===== config.mk =====
export PLATFORM = sky130hd
export DESIGN_NAME = spi_master_arb
export DESIGN_NICKNAME = d
export VERILOG_FILES = /design/src/rtl/spi_pkg.sv /design/src/rtl/spi_rr_arb2.sv /design/src/rtl/spi_master_arb.sv
export SDC_FILE = /design/constraint.sdc
export NUM_CORES = 1
export LEC_CHECK = 0
export ABC_AREA = 1
export CORE_UTILIZATION = 50
export DETAILED_ROUTE_END_ITERATION = 16
export PLACE_DENSITY = 0.78
export SLEW_MARGIN = 20
export SYNTH_ARGS = -nofsm -noshare
export SYNTH_HDL_FRONTEND = slang
export SYNTH_SLANG_ARGS = --single-unit

===== constraint.sdc =====
create_clock -name clk -period 1.7 [get_ports clk]
set_input_delay 0.34 -clock clk [delete_from_list [all_inputs] [get_ports clk]]
set_output_delay 0.34 -clock clk [all_outputs]
set_load 0.05 [all_outputs]

===== src/rtl/spi_pkg.sv =====
// Shared types and constants for the two-client SPI master.
package spi_pkg;

  // Transfer sequencer states, in the order a transfer walks through them.
  typedef enum logic [2:0] {
    IDLE,
    SETUP,
    XFER,
    HOLD,
    GAP
  } spi_state_e;

  // SPI mode 0: clock idles low, data captured on the leading (rising) edge.
  localparam logic CPOL = 1'b0;
  localparam logic CPHA = 1'b0;

  // Width of a counter that must hold 0 .. n-1; never narrower than one bit,
  // so a divide-by-one divider still has a legal register.
  function automatic int cnt_w(input int n);
    return (n <= 2) ? 1 : $clog2(n);
  endfunction

endpackage


===== src/rtl/spi_rr_arb2.sv =====
// Two-way round-robin arbiter. Purely combinational; the caller owns the
// last_grant register and decides when a grant is actually taken.
module spi_rr_arb2 (
  input  logic [1:0] req,
  input  logic       last_grant,
  input  logic       en,
  output logic [1:0] gnt,
  output logic       gnt_idx
);

  // Pick the requester: a lone request wins outright, a tie goes to the
  // client that was not served last.
  // NOTE: every output gets a default first so no path through this block
  // leaves a value unassigned, which would otherwise infer a latch.
  always_comb begin
    gnt     = 2'b00;
    gnt_idx = 1'b0;
    if (req == 2'b11) begin
      gnt_idx = ~last_grant;
    end else begin
      gnt_idx = req[1];
    end
    if (en && (req != 2'b00)) begin
      gnt[gnt_idx] = 1'b1;
    end
  end

endmodule


===== src/rtl/spi_master_arb.sv =====
// Two-client SPI master, mode 0, MSB first, single slave select.
// Arbitrates round-robin between the clients and runs one full-duplex
// transfer per grant: IDLE -> SETUP -> XFER -> HOLD -> GAP -> IDLE.
module spi_master_arb
  import spi_pkg::*;
#(
  parameter int DATA_W  = 8,
  parameter int CLK_DIV = 4
) (
  input  logic                clk,
  input  logic                rst_n,
  input  logic [1:0]          req_valid,
  input  logic [2*DATA_W-1:0] req_data,
  output logic [1:0]          req_ready,
  output logic [1:0]          rsp_valid,
  output logic [DATA_W-1:0]   rsp_data,
  output logic                busy,
  output logic                sclk,
  output logic                ss,
  output logic                mosi,
  input  logic                miso
);

  localparam int DIV_W = cnt_w(CLK_DIV);
  localparam int BIT_W = cnt_w(DATA_W);
  localparam logic [DIV_W-1:0] DIV_LAST = DIV_W'(CLK_DIV - 1);
  localparam logic [BIT_W-1:0] BIT_LAST = BIT_W'(DATA_W - 1);

  spi_state_e        state_q, state_d;
  logic [DIV_W-1:0]  div_q;
  logic [BIT_W-1:0]  bit_q;
  logic [DATA_W-1:0] tx_q;
  logic [DATA_W-1:0] rx_q;
  logic [DATA_W-1:0] rsp_data_q;
  logic [DATA_W-1:0] grant_data;
  logic [1:0]        rsp_valid_q;
  logic [1:0]        gnt;
  logic              gnt_idx;
  logic              last_grant_q;
  logic              sclk_q;
  logic              ss_q;
  logic              mosi_q;
  logic              arb_en;
  logic              accept;
  logic              div_last;
  logic              bit_last;
  logic              tick;
  logic              capture;
  logic              launch;
  logic              hold_done;

  // Grants are only offered while idle, and never while reset is held so
  // that no accept pulse is shown to a client during reset.
  assign arb_en = (state_q == IDLE) && rst_n;

  spi_rr_arb2 u_arb (
    .req        (req_valid),
    .last_grant (last_grant_q),
    .en         (arb_en),
    .gnt        (gnt),
    .gnt_idx    (gnt_idx)
  );

  assign accept     = |gnt;
  assign grant_data = gnt_idx ? req_data[2*DATA_W-1 -: DATA_W] : req_data[DATA_W-1:0];

  // Divider and bit-counter terminal counts, and the two sclk edge types.
  // The leading edge (away from CPOL) captures miso in mode 0; the trailing
  // edge launches the next mosi bit.
  assign div_last  = (div_q == DIV_LAST);
  assign bit_last  = (bit_q == BIT_LAST);
  assign tick      = (state_q == XFER) && div_last;
  assign capture   = tick && ((sclk_q == CPOL) != CPHA);
  assign launch    = tick && !capture;
  assign hold_done = (state_q == HOLD) && div_last;

  // State register.
  // NOTE: sequential state is always written with non-blocking assignments so
  // every register samples pre-edge values regardless of block ordering.
  always_ff @(posedge clk or negedge rst_n) begin
    if (!rst_n) begin
      state_q <= IDLE;
    end else begin
      state_q <= state_d;
    end
  end

  // Next-state logic. SETUP, HOLD and GAP each last one divider period; XFER
  // ends on the trailing edge of the last bit.
  always_comb begin
    state_d = state_q;
    unique case (state_q)
      IDLE:    if (accept)               state_d = SETUP;
      SETUP:   if (div_last)             state_d = XFER;
      XFER:    if (launch && bit_last)   state_d = HOLD;
      HOLD:    if (div_last)             state_d = GAP;
      GAP:     if (div_last)             state_d = IDLE;
      default:                           state_d = IDLE;
    endcase
  end

  // Clock divider: free-runs through every non-idle state and restarts at
  // each state change, which always coincides with its terminal count.
  always_ff @(posedge clk or negedge rst_n) begin
    if (!rst_n) begin
      div_q <= '0;
    end else if ((state_q == IDLE) || div_last) begin
      div_q <= '0;
    end else begin
      div_q <= div_q + DIV_W'(1);
    end
  end

  // Bit counter: counts trailing sclk edges within a transfer.
  always_ff @(posedge clk or negedge rst_n) begin
    if (!rst_n) begin
      bit_q <= '0;
    end else if (accept) begin
      bit_q <= '0;
    end else if (launch && !bit_last) begin
      bit_q <= bit_q + BIT_W'(1);
    end
  end

  // Round-robin memory: the client granted most recently. It also tags the
  // response, since only one transfer is ever in flight.
  always_ff @(posedge clk or negedge rst_n) begin
    if (!rst_n) begin
      last_grant_q <= 1'b1;
    end else if (accept) begin
      last_grant_q <= gnt_idx;
    end
  end

  // Transmit path: load the granted word and present its MSB at once, then
  // shift one bit per trailing edge; the last trailing edge does not shift.
  always_ff @(posedge clk or negedge rst_n) begin
    if (!rst_n) begin
      tx_q   <= '0;
      mosi_q <= 1'b0;
    end else if (accept) begin
      tx_q   <= grant_data;
      mosi_q <= grant_data[DATA_W-1];
    end else if (launch && !bit_last) begin
      tx_q   <= {tx_q[DATA_W-2:0], 1'b0};
      mosi_q <= tx_q[DATA_W-2];
    end else if (hold_done) begin
      mosi_q <= 1'b0;
    end
  end

  // Receive path: miso enters at the LSB on each leading edge, so the first
  // (MSB) bit ends up at the top after DATA_W edges.
  always_ff @(posedge clk or negedge rst_n) begin
    if (!rst_n) begin
      rx_q <= '0;
    end else if (capture) begin
      rx_q <= {rx_q[DATA_W-2:0], miso};
    end
  end

  // SPI pins: sclk toggles on each divider tick in XFER; ss drops with the
  // grant and rises when HOLD finishes.
  always_ff @(posedge clk or negedge rst_n) begin
    if (!rst_n) begin
      sclk_q <= CPOL;
      ss_q   <= 1'b1;
    end else begin
      if (tick) begin
        sclk_q <= ~sclk_q;
      end
      if (accept) begin
        ss_q <= 1'b0;
      end else if (hold_done) begin
        ss_q <= 1'b1;
      end
    end
  end

  // Response: a one-cycle pulse to the granted client in the first GAP
  // cycle; rsp_data then holds until the next transfer completes.
  always_ff @(posedge clk or negedge rst_n) begin
    if (!rst_n) begin
      rsp_valid_q <= 2'b00;
      rsp_data_q  <= '0;
    end else begin
      rsp_valid_q <= 2'b00;
      if (hold_done) begin
        rsp_valid_q[last_grant_q] <= 1'b1;
        rsp_data_q                <= rx_q;
      end
    end
  end

  assign req_ready = gnt;
  assign rsp_valid = rsp_valid_q;
  assign rsp_data  = rsp_data_q;
  assign busy      = (state_q != IDLE);
  assign sclk      = sclk_q;
  assign ss        = ss_q;
  assign mosi      = mosi_q;

endmodule


==> reports/metrics.yaml, run 1 <==
clock_tree:
  clock_sinks: 37
  cts_tree: "built"
  clockBufferDepth: 2
  clkSlewWorstSetupHoldPaths_ns: 0.12
  cts_buffers: 5
  root_buffer: "clkbuf_4"
  htree_levels: 2
  worstSkewPairLatency_ns: 0.34
  cts_hold_buf: 0
sta:
  min_period_ns: 1.82
  fin_crit_sh_pct: 107
  skew_ns: 0.00528
  slew_headroom_pct: 69.6
  final.setup.worst_slack_ns: -0.123
  finalSetupViolCount: 2
  hold_violations: 0
  fmax_mhz: 548
  worstMarginPinSlew_ns: 0.455
  grt_setup_unrepaired: "yes"
  slew_violations: 0
placed_design:
  hpwl_um: 2650
  io_buffers: 36
  place_inst: 304
  finalWeightedCongestion: 0.837
critical_path:
  endpoint_kind: "primary output"
  crit_arrival_ns: 1.48
  required_ns: 1.36
  criticalPathCategory: "reg -> out"
  regToRegSetupSlack_ns: 0.13
  reg2reg_depth: 8
  worst-path-max-fanout: 3
  cp-start-kind: "flop"
pwr:
  max-vdd-ir-drop_mv: 0.654
  internal_power_uw: 1970
  p_switching_uw: 1470
  netSwitchingFraction_pct: 42.8
  power_frac_comb_pct: 47.8
  p_seq_share_pct: 38.5
  powerDensity_mw_per_mm2: 1450
  clkPwrFrac_pct: 13.7
  power_leakage_uw: 0.00121
worst_hold_path:
  worstHoldPathType: "in -> async"
final_layout:
  final_cells: 318
  syn2layout_area_growth_pct: 33.8
  fillers: 295
  diodes: 0
  fin_nets: 295
  finish.utilization_pct: 70.6
  final_layout_size_suffix_gt1_share_pct: 21.7
floorplanning:
  dieHeight_um: 61.6
  rows: 21
  core_area_mm2: 0.00336
  die_width_um: 61.6
  ioPinCount: 37
  start_util_pct: 52.8
  dieArea_mm2: 0.00379
global_route:
  grt_usage_pct: 23.2
  grt_pass1_wl_um: 6200
  grt_pass1_vias: 1419
  globalRouteOverflowTotal: 0
  antenna_found_initial: 0
  grt_max_degree: 38
routing:
  drtIter0Drc: 103
  dr_wl_met2_um: 1690
  drtAntennaViolNets: 0
  vias: 1550
  routed_wl_um: 3710
  top_layer: "met4"
  route.met3.wl_um: 120
  wire_per_inst_um: 11.7
  wl_met1_um: 1830
  vias_per_cell: 4.87
  dr.pass1.iters: 4
  drc: 0
logic_synthesis:
  synth_edf_count: 0
  yosysMostFrequentCell: "nand2_1"
  synth_nets: 243
  post-synth-top-area-fraction_pct: 49.3
  synth_common_cells: "nand2_1, dfrtp_1, inv_1"
  avgSynthCellArea_um2: 8.11
  syn_area_mm2: 0.00178
  ys.warnings.count: 0
  syn_inst: 219
  yosysSeqAreaShare_pct: 52.3
  synthFlopType: "dfrtp_1"
  yosys.area.top_type: "dfrtp_1"
  synth_seq_cells: 37
  ys_top_cells_by_area: "dfrtp_1, nand2_1, o21ai_1"
  async_flop_share_pct: 100
  synth_cell_types: 25
run_status:
  run_status: "complete, but fails checks"
  violations: "negative setup slack"
job:
  drv_cap: 0
-- worst max-delay path, cell delays in order (launching register included) --
cell	delay [ns]
dfrtp_1	0.43
nor2_4	0.16
nand2_4	0.08
nor2_4	0.09
inv_2	0.07
a21oi_4	0.16
buf_12	0.16
-- stage by stage --
stage | hold WS (ns) | area, um2 | TNS, ns | power [uW] | setup WS, ns
global route | 0.496 | 2380 | -0.301 | 3680 | -0.186
floorplan | 0.0444 | 1800 | -0.00561 | 2330 | -0.00561
global placement | 0.432 | 2250 | -1.94 | 2810 | -0.205
finish | 0.475 | 2380 | -0.173 | 3440 | -0.123
CTS | 0.471 | 2350 | -0.232 | 3410 | -0.140
detailed placement | 0.468 | 2250 | -2.83 | 2860 | -0.285
-- final timing paths --
kind / from / to
setup / recovery: state_q[0]$_DFFE_PN0P_ / req_ready[0]
hold / removal: rst_n / rsp_data[4]$_DFFE_PN0N_
setup reg to reg: state_q[0]$_DFFE_PN0P_ / bit_q[0]$_DFFE_PN0P_
hold reg to reg: div_q[0]$_DFF_PN0_ / div_q[0]$_DFF_PN0_
max in group asynchronous: rst_n / ss$_DFFE_PN1P_
min in group clk: div_q[0]$_DFF_PN0_ / div_q[0]$_DFF_PN0_
-- routing by layer --
layer  GRT usage (%)  up-vias
met5               0        -
met4            9.52        0
met3            5.67        8
met2            34.9       32
met1            32.3      714
li1                -      796
-- cell usage in the layout, fill, tap and decap left out, types with 2 or more instances in the layout --
cell type        netlist  layout
dfrtp_2                0       2
nor2_4                 2       4
ha_1                   3       2
buf_4                  0      24
clkdlybuf4s50_1        0      20
nand3_1               15      15
clkbuf_4               0       5
o21ai_0                4       3
o21ai_1               16      16
inv_2                  3       4
dfrtp_1               35      33
nand2_4                0       2
clkinvlp_4             0       3
buf_12                 0       5
dfstp_2                2       2
inv_1                 17      16
nand2_1               93      92
nor2_1                 8       7
nor3_1                 2       2
-- state kept, by name, summed over array words and instances, names as in the netlist --
register	flops
rsp_data	8
rx_q	8
tx_q	7
bit_q	3
state_q	3
div_q	2
rsp_valid	2
last_grant_q	1
mosi	1
sclk	1
ss	1
-- timing repair --
| action | CTS | global route |
|---|---|---|
| gates resized for setup | 2 | 6 |
| buffers inserted | 5 | 1 |
| setup endpoints to repair | 2 | 10 |
| pin swaps | 3 | 2 |
-- layout make-up --
| type | instances | area (um2) | share of cell area (%) |
|---|---|---|---|
| clock buffers | 5 | 37.5 | 1.58 |
| inverters | 20 | 75.1 | 3.16 |
| multi-input cells | 157 | 761 | 32.0 |
| repair buffers | 50 | 492 | 20.7 |
| well taps | 46 | 57.6 | 2.42 |
| clock inverters | 3 | 22.5 | 0.948 |
| flip-flops and latches | 37 | 931 | 39.2 |
-- cells by family (layout without fill, tap and decap cells) --
family          Yosys count  after routing  synth area share (%)
simple gates            128            128                  30.4
buf+inv                  25             78                  7.05
compound gates           26             26                  8.10
fa+ha+maj                 3              3                  2.11
flops                    37             37                  52.3
-- power by group through the flow --
stage	clock network (uW)	logic (uW)	registers (uW)
6_report	471	1640	1320
5_1_grt	505	1830	1350
4_1_cts	476	1610	1320
3_5_place_dp	0	1520	1340
3_3_place_gp	0	1480	1330
2_1_floorplan	0	839	1490
(Power assumes the default switching activity.)
==> run 2, diff against run 1 <==
--- a/config.mk
+++ b/config.mk
@@ -7,6 +7,7 @@
 export LEC_CHECK = 0
 export ABC_AREA = 1
 export CORE_UTILIZATION = 50
+export CTS_CLUSTER_SIZE = 25
 export DETAILED_ROUTE_END_ITERATION = 16
 export PLACE_DENSITY = 0.78
 export SLEW_MARGIN = 20
==> results of run 2 <==
The final DEF is identical to that of run 1; final timing and power are the same.
